File: config.mk
export PLATFORM = sky130hd
export DESIGN_NAME = apb_slave_bank
export DESIGN_NICKNAME = d
export VERILOG_FILES = /design/src/rtl/apb_slave_bank.sv
export SDC_FILE = /design/constraint.sdc
export NUM_CORES = 2
export LEC_CHECK = 0
export CAP_MARGIN = 20
export CORE_MARGIN = 1.5
export CORE_UTILIZATION = 60
export CTS_CLUSTER_SIZE = 24
export DETAILED_ROUTE_END_ITERATION = 7
export GPL_TIMING_DRIVEN = 0
export PLACE_DENSITY = 0.76
export SLEW_MARGIN = 20
export SYNTH_ARGS = -nofsm -noshare
export SYNTH_HDL_FRONTEND = slang
export SYNTH_SLANG_ARGS = --single-unit
File: constraint.sdc
create_clock -name Hclk -period 7.65 [get_ports Hclk]
set_input_delay 1.9125 -clock Hclk [delete_from_list [all_inputs] [get_ports Hclk]]
set_output_delay 1.9125 -clock Hclk [all_outputs]
set_load 0.01 [all_outputs]
File: src/rtl/apb_slave_bank.sv
// APB target holding three independent register banks (one per Pselx bit)
// with a protocol-tracking FSM that reports the first sequencing violation.
module apb_slave_bank #(
  parameter int DEPTH = 16,
  parameter int IDX_W = $clog2(DEPTH)
) (
  input  logic        Hclk,
  input  logic        Hresetn,
  input  logic [2:0]  Pselx,
  input  logic        Penable,
  input  logic        Pwrite,
  input  logic [31:0] Paddr,
  input  logic [31:0] Pwdata,
  output logic [31:0] Prdata,
  output logic        prot_err,
  output logic [2:0]  err_code,
  input  logic        err_clr
);

  typedef enum logic [1:0] {
    IDLE   = 2'd0,
    SETUP  = 2'd1,
    ACCESS = 2'd2
  } state_t;

  localparam logic [2:0] ERR_MULTI      = 3'd1;
  localparam logic [2:0] ERR_EN_IDLE    = 3'd2;
  localparam logic [2:0] ERR_NO_ENABLE  = 3'd3;
  localparam logic [2:0] ERR_FIELD      = 3'd4;
  localparam logic [2:0] ERR_EN_HELD    = 3'd5;

  state_t state_reg, state_next;

  logic [2:0]  sel_reg;
  logic [31:0] addr_reg;
  logic [31:0] wdata_reg;
  logic        write_reg;

  logic [31:0] prdata_reg;
  logic        prot_err_reg;
  logic [2:0]  err_code_reg;

  logic        sel;
  logic        multi;
  logic        match;
  logic        setup_go;
  logic        commit;
  logic        viol;
  logic [2:0]  code;

  logic [IDX_W-1:0]  rd_idx;
  logic [IDX_W-1:0]  wr_idx;
  logic [2:0][31:0]  rd_bank;
  logic [31:0]       rd_mux;

  assign sel    = |Pselx;
  assign multi  = sel && ((Pselx & (Pselx - 3'd1)) != 3'd0);
  assign match  = (Pselx == sel_reg) && (Paddr == addr_reg) &&
                  (Pwrite == write_reg) && (Pwdata == wdata_reg);
  assign rd_idx = Paddr[IDX_W+1:2];
  assign wr_idx = addr_reg[IDX_W+1:2];

  // Next-state, violation detection and strobes. A multi-select overrides
  // every state, which also gives it the highest error priority.
  always_comb begin
    state_next = state_reg;
    setup_go   = 1'b0;
    commit     = 1'b0;
    viol       = 1'b0;
    code       = 3'd0;
    if (multi) begin
      viol       = 1'b1;
      code       = ERR_MULTI;
      state_next = IDLE;
    end else begin
      case (state_reg)
        IDLE: begin
          if (sel && !Penable) begin
            state_next = SETUP;
            setup_go   = 1'b1;
          end else if (sel && Penable) begin
            viol = 1'b1;
            code = ERR_EN_IDLE;
          end
        end
        SETUP: begin
          if (!Penable) begin
            // Missing enable: flag it, then treat this cycle as if idle,
            // so a fresh select still starts a new setup.
            viol = 1'b1;
            code = match ? ERR_NO_ENABLE : ERR_FIELD;
            if (sel) begin
              state_next = SETUP;
              setup_go   = 1'b1;
            end else begin
              state_next = IDLE;
            end
          end else if (!match) begin
            viol       = 1'b1;
            code       = ERR_FIELD;
            state_next = IDLE;
          end else begin
            state_next = ACCESS;
            commit     = write_reg;
          end
        end
        ACCESS: begin
          if (Penable) begin
            viol       = 1'b1;
            code       = ERR_EN_HELD;
            state_next = IDLE;
          end else if (sel) begin
            state_next = SETUP;
            setup_go   = 1'b1;
          end else begin
            state_next = IDLE;
          end
        end
        default: state_next = IDLE;
      endcase
    end
  end

  always_comb begin
    rd_mux = '0;
    for (int i = 0; i < 3; i++) begin
      if (Pselx[i]) rd_mux = rd_mux | rd_bank[i];
    end
  end

  genvar gi;
  generate
    for (gi = 0; gi < 3; gi++) begin : g_bank
      logic [31:0] mem [DEPTH];

      always_ff @(posedge Hclk) begin
        if (!Hresetn) begin
          for (int i = 0; i < DEPTH; i++) mem[i] <= '0;
        end else if (commit && sel_reg[gi]) begin
          mem[wr_idx] <= wdata_reg;
        end
      end

      assign rd_bank[gi] = mem[rd_idx];
    end
  endgenerate

  always_ff @(posedge Hclk) begin
    if (!Hresetn) begin
      state_reg    <= IDLE;
      sel_reg      <= '0;
      addr_reg     <= '0;
      wdata_reg    <= '0;
      write_reg    <= 1'b0;
      prdata_reg   <= '0;
      prot_err_reg <= 1'b0;
      err_code_reg <= '0;
    end else begin
      state_reg <= state_next;
      if (setup_go) begin
        sel_reg   <= Pselx;
        addr_reg  <= Paddr;
        wdata_reg <= Pwdata;
        write_reg <= Pwrite;
        if (!Pwrite) prdata_reg <= rd_mux;
      end
      // First error wins, except that a clear on the same edge lets a new one in.
      if (viol && (!prot_err_reg || err_clr)) begin
        prot_err_reg <= 1'b1;
        err_code_reg <= code;
      end else if (err_clr) begin
        prot_err_reg <= 1'b0;
        err_code_reg <= '0;
      end
    end
  end

  assign Prdata   = prdata_reg;
  assign prot_err = prot_err_reg;
  assign err_code = err_code_reg;

endmodule

Yosys cells after proc, flatten, opt, wreduce, memory -nomap -nowiden
Memories as Yosys holds them, arrays and structs flattened. Index checks and enable logic that the tools add are counted.

Register bits: 106. RAM bits: 1536. Input bits: 72. Output and inout bits: 36. Word-level logic and storage cells: 103. Memories: 3.

Memories: g_bank[0].mem (words 16, bits a word 32, read ports 1, clocked after memory_dff 0, wr ports 16, line 134) `logic [31:0] mem [DEPTH];`; g_bank[1].mem (words 16, bits a word 32, read ports 1, clocked after memory_dff 0, wr ports 16, line 134); g_bank[2].mem (words 16, bits a word 32, read ports 1, clocked after memory_dff 0, wr ports 16, line 134).

Add/subtract/negate cells: 1. Eq/ne operators: 7. Multiplexer cells: 56. Bitwise gates (word level): 5. Reduce and logical (&&, ||, !) cells: 23.

Operators by type and width (number): 32-bit 2-to-1 mux (6); 32-bit OR reduction (3); 32-bit equality test (2); 32-bit bitwise OR (2); 1-bit 2-to-1 mux (30); 3-bit 2-to-1 mux (7); 2-bit 2-to-1 mux (6); 4-bit 2-to-1 mux (3); 1-bit logical AND (10); 3-bit case mux with 3 select lines (1); 2-bit case mux with 3 select lines (1); 2-bit OR reduction (2); 3-bit bitwise AND (1); 3-bit equality test (1); 1-bit case mux with 3 select lines (1); 3-bit nonzero test (1); 3-bit OR reduction (1); 3-bit by 1-bit subtractor with 3-bit output, second input constant (1); 2-bit by 1-bit equality test with 1-bit output, second input constant (1); 2-bit equality test, second input constant (1); 1-bit logical NOT (2); 2-bit logical NOT (1); 2-bit inequality test, second input constant (1); 1-bit inverter (2); other kinds (5) (5).

Longest topological paths before layout
Depth after elaboration: 14. Gate-level depth with buffers: 11. Mapped depth without buffers: 9.

Worst setup path before layout
Ideal clock, no wire load.

Path type: input -> register. Start: in Pselx[2]. End: mem g_bank[2].mem[11][0], enable pin. Library setup time: 0.466 ns. Arrival: 6.145 ns. Required time: 7.184 ns. Path slack: 1.039 ns. Stages: 9. Path buffers: 2. Cells stage by stage: buf_2 > xor2_1 > nor4_1 > nand3_1 > or4_4 > nor3_4 > nand4_1 > clkbuf_1 > o21ai_0.

RTL lines: start, declared (line 9) `input logic [2:0] Pselx,`; end, declared (line 134).

==> out/metrics.json <==
{
  "run_status": {"value": "finished, violations left"},
  "failed_checks": {"value": "DRC"},
  "cts-buffers-inserted": {"value": 162},
  "floorplan.die_area": {"value": 0.122, "unit": "sq mm"},
  "syn_to_final_growth": {"value": 16.1, "unit": "%"},
  "multi_input_comb_area": {"value": 0.0222, "unit": "sq mm"},
  "remaining_drc_errors": {"value": 224},
  "post_route_cells_drive_above_1_share": {"value": 17.0, "unit": "%"},
  "hold_startpoint": {"value": "addr_reg[10]"},
  "maximum_number_of_pins_on_one_net_before_global_route_repair": {"value": 19},
  "worst_slew_pin_slew": {"value": 1.42, "unit": "ns"},
  "slew_violations": {"value": 0},
  "filler_cell_count": {"value": 7430},
  "yosys.cell_types.count": {"value": 40},
  "syn_area": {"value": 0.0717, "unit": "sq mm"},
  "ratio_of_final_minimum_period_to_clock_period": {"value": 89.6, "unit": "%"},
  "grt_remaining_overflow": {"value": 0},
  "postCtsResizedCells": {"value": 0},
  "h_tree_level_count": {"value": 4},
  "layoutNonFillerInstCount": {"value": 7247},
  "crit_type": {"value": "in2reg"},
  "ff2ff_setup_slack": {"value": 2.09, "unit": "ns"},
  "final_period_minus_worst_setup_slack": {"value": 6.85, "unit": "ns"},
  "design.portCount": {"value": 108},
  "floorplan.initialDensity": {"value": 60.6, "unit": "%"},
  "cp-start-kind": {"value": "input port"},
  "die_h": {"value": 349, "unit": "microns"},
  "post-cts-setup-buffer-count": {"value": 0},
  "synth_area_per_cell": {"value": 13.8, "unit": "sq um"},
  "wirelength": {"value": 279000, "unit": "microns"},
  "finalWorstSetupSlack": {"value": 0.797, "unit": "ns"},
  "grt_setup_unrepaired": {"value": "false"},
  "worst_r2r_startpoint": {"value": "wdata_reg[28]"},
  "final-seq-area": {"value": 0.0482, "unit": "sq mm"},
  "post_drt_via_cell_ratio": {"value": 7.35},
  "antenna_violating_nets_post_route": {"value": 0},
  "largest_reg_flops": {"value": 1536},
  "synth.largest_area_cell": {"value": "sky130_fd_sc_hd__edfxtp_1"},
  "synth_fp_nets": {"value": 5262},
  "timing_hold_violations_final": {"value": 0},
  "place.gp.congestion": {"value": 1.01},
  "dp_hpwl": {"value": 200000, "unit": "microns"},
  "fin_clk_skew": {"value": 0.0284, "unit": "ns"},
  "regMostFlops": {"value": "g_bank.mem"},
  "wl_per_cell": {"value": 38.5, "unit": "microns"},
  "max_cap_violations": {"value": 0},
  "whs_path_depth": {"value": 2},
  "crit_arrival": {"value": 7.37, "unit": "ns"},
  "die-width": {"value": 349, "unit": "microns"},
  "final_design_area_no_fill": {"value": 0.0832, "unit": "sq mm"},
  "worst_r2r_path_depth": {"value": 11},
  "clock_sink_count": {"value": 1642},
  "tns": {"value": 0, "unit": "ns"},
  "synth-seq-area-share": {"value": 67.3, "unit": "%"},
  "hold_path.class": {"value": "reg2reg"},
  "crit_fanout": {"value": 13},
  "power-per-cell-area": {"value": 247, "unit": "mW/mm^2"},
  "worst_ir_drop_vdd": {"value": 0.231, "unit": "mV"},
  "critical_path.endpoint_type": {"value": "flip-flop"},
  "synth.ff_latch_count": {"value": 1642},
  "post_dp_cell_area": {"value": 0.0778, "unit": "sq mm"},
  "cts_root_buf": {"value": "sky130_fd_sc_hd__clkbuf_16"},
  "core-area": {"value": 0.118, "unit": "sq mm"},
  "drt_first_iter_violations": {"value": 11600},
  "fin_hold_ws": {"value": 0.469, "unit": "ns"},
  "ctsHoldBuffers": {"value": 0},
  "fmax": {"value": 0.146, "unit": "GHz"},
  "yosysWarnings": {"value": 0},
  "rows": {"value": 126},
  "setup_viol": {"value": 0},
  "post-place-cells": {"value": 6925},
  "clk_latency": {"value": 0.81, "unit": "ns"},
  "drt_first_pass_iters": {"value": 8},
  "worst_hold_path.endpoint": {"value": "addr_reg[10]"},
  "timing.slew.headroom": {"value": 5.13, "unit": "%"},
  "r2r_end": {"value": "g_bank[2].mem[15][13]"},
  "post_synth_inst_count": {"value": 5186},
  "clockBufferDepth": {"value": 3},
  "port-buffer-count": {"value": 100},
  "path_clk_slew": {"value": 0.06, "unit": "ns"},
  "p_leak": {"value": 25.2, "unit": "nW"},
  "grt_pass1_wl": {"value": 377000, "unit": "microns"},
  "dp_worst_setup_slack": {"value": 0.300, "unit": "ns"},
  "number_of_global_route_vias_before_repair": {"value": 51600},
  "finalNetCount": {"value": 5632},
  "tritoncts": {"value": "built"},
  "grt_use_total": {"value": 46.0, "unit": "%"},
  "worst-endpoint-required": {"value": 8.16, "unit": "ns"},
  "number_of_vias_after_detailed_routing": {"value": 53300},
  "grt_antenna_before_repair": {"value": 37},
  "ys_top_cells_by_area": {"value": "sky130_fd_sc_hd__edfxtp_1, sky130_fd_sc_hd__mux4_2, sky130_fd_sc_hd__nor2_1"},
  "synth_top_area_share": {"value": 64.3, "unit": "%"}
}
-- critical path: stages --
cell	delay (ns)
sky130_fd_sc_hd__clkbuf_1	0.85
sky130_fd_sc_hd__xor2_1	0.47
sky130_fd_sc_hd__nor4_1	0.39
sky130_fd_sc_hd__nand3_1	0.11
sky130_fd_sc_hd__or4_4	0.57
sky130_fd_sc_hd__nor3_4	0.35
sky130_fd_sc_hd__nand4_1	0.80
sky130_fd_sc_hd__clkbuf_2	0.70
sky130_fd_sc_hd__o21ai_4	0.71
sky130_fd_sc_hd__buf_16	0.26
sky130_fd_sc_hd__buf_16	0.19
-- worst max path at each step --
stage	start	endpoint	slack [ns]
floorplan	Pselx[2]	g_bank[2].mem[11][0]	1.04
global placement	Paddr[3]	g_bank[1].mem[12][10]	-4.45
detailed placement	Paddr[3]	g_bank[1].mem[9][8]	0.30
CTS	Paddr[3]	g_bank[1].mem[9][8]	1.13
global route	Paddr[3]	g_bank[1].mem[9][8]	0.96
finish	Paddr[3]	g_bank[2].mem[15][13]	0.80
-- area by class of cell --
type                    count  area share, %
plain buffers             452           2.20
multi-input cells        3088           26.7
diodes                     21         0.0631
well taps                1536           2.31
clock inverters            88           1.06
inverters                   4         0.0180
clock buffers             210           5.33
repair buffers            206           4.34
flip-flops and latches   1642           58.0
-- cell usage in the layout, fill, tap and decap left out, types with 4 or more instances in the layout --
cell type / count
sky130_fd_sc_hd__nor2_1: 1559
sky130_fd_sc_hd__edfxtp_1: 1536
sky130_fd_sc_hd__nand2_1: 665
sky130_fd_sc_hd__mux4_2: 480
sky130_fd_sc_hd__clkbuf_1: 356
sky130_fd_sc_hd__clkbuf_16: 170
sky130_fd_sc_hd__dfxtp_1: 106
sky130_fd_sc_hd__a21oi_1: 102
sky130_fd_sc_hd__clkdlybuf4s50_1: 100
sky130_fd_sc_hd__buf_16: 80
sky130_fd_sc_hd__xor2_1: 68
sky130_fd_sc_hd__buf_2: 52
sky130_fd_sc_hd__o21ai_4: 48
sky130_fd_sc_hd__clkbuf_2: 47
sky130_fd_sc_hd__clkinv_1: 38
sky130_fd_sc_hd__o21ai_0: 34
sky130_fd_sc_hd__buf_1: 33
sky130_fd_sc_hd__a222oi_1: 32
sky130_fd_sc_hd__nor4_1: 28
sky130_fd_sc_hd__clkinv_2: 22
sky130_fd_sc_hd__diode_2: 21
sky130_fd_sc_hd__bufinv_16: 18
sky130_fd_sc_hd__nand3_1: 13
sky130_fd_sc_hd__buf_8: 11
sky130_fd_sc_hd__nand4_1: 9
sky130_fd_sc_hd__buf_12: 9
sky130_fd_sc_hd__nor3_1: 8
sky130_fd_sc_hd__nand2b_1: 7
sky130_fd_sc_hd__buf_6: 7
sky130_fd_sc_hd__clkinvlp_4: 5
sky130_fd_sc_hd__nor2b_1: 4
sky130_fd_sc_hd__ha_1: 4
-- through the flow --
stage	power, mW	utilization, %
finish	20.5	70.4
global route	20.7	70.3
CTS	20.3	70.3
detailed placement	12.3	65.8
global placement	12.2	63.1
floorplan	11.4	-
-- where the power goes --
part	internal, mW	switching (mW)	total (mW)	leakage, nW
Sequential	10.2	0.154	10.4	15.4
Clock	4.69	3.52	8.21	2.59
Combinational	0.732	1.22	1.95	7.14
-- cell usage after synthesis (all sizes together) --
cell type	n
o311ai	1
or4	3
nor2	1560
mux4	480
edfxtp	1536
nand4	10
o21bai	1
clkbuf	357
nor3	10
a21boi	1
a2111oi	1
inv	4
maj3	1
ha	4
o22a	1
nor2b	4
or3	2
and2	1
nand4b	1
buf	95
a21oi	102
or4b	1
nand2b	7
o21ai	82
xor2	68
and3	3
nand3	13
a21o	1
a31oi	2
a222oi	32
o31ai	2
nand2	665
nor4	29
dfxtp	106
-- cell families after synthesis --
family / Yosys count / synth area share [%]
AOI/OAI and AO/OA: 226 / 1.84
adders and majority gates: 5 / 0.0838
and+or+nand+nor: 2309 / 12.4
xor gates and xnor gates: 68 / 0.831
buffers and inverters: 456 / 2.47
muxes: 480 / 15.1
DFF: 1642 / 67.3
-- layer usage --
layer / track usage (%) / wire length (microns) / up-vias
li1: - / - / 19700
met1: 53.3 / 81000 / 25400
met2: 66.6 / 118000 / 6397
met3: 25.0 / 55700 / 1749
met4: 29.3 / 24200 / 40
met5: 1.20 / 407 / -
(Power assumes the default switching activity.)
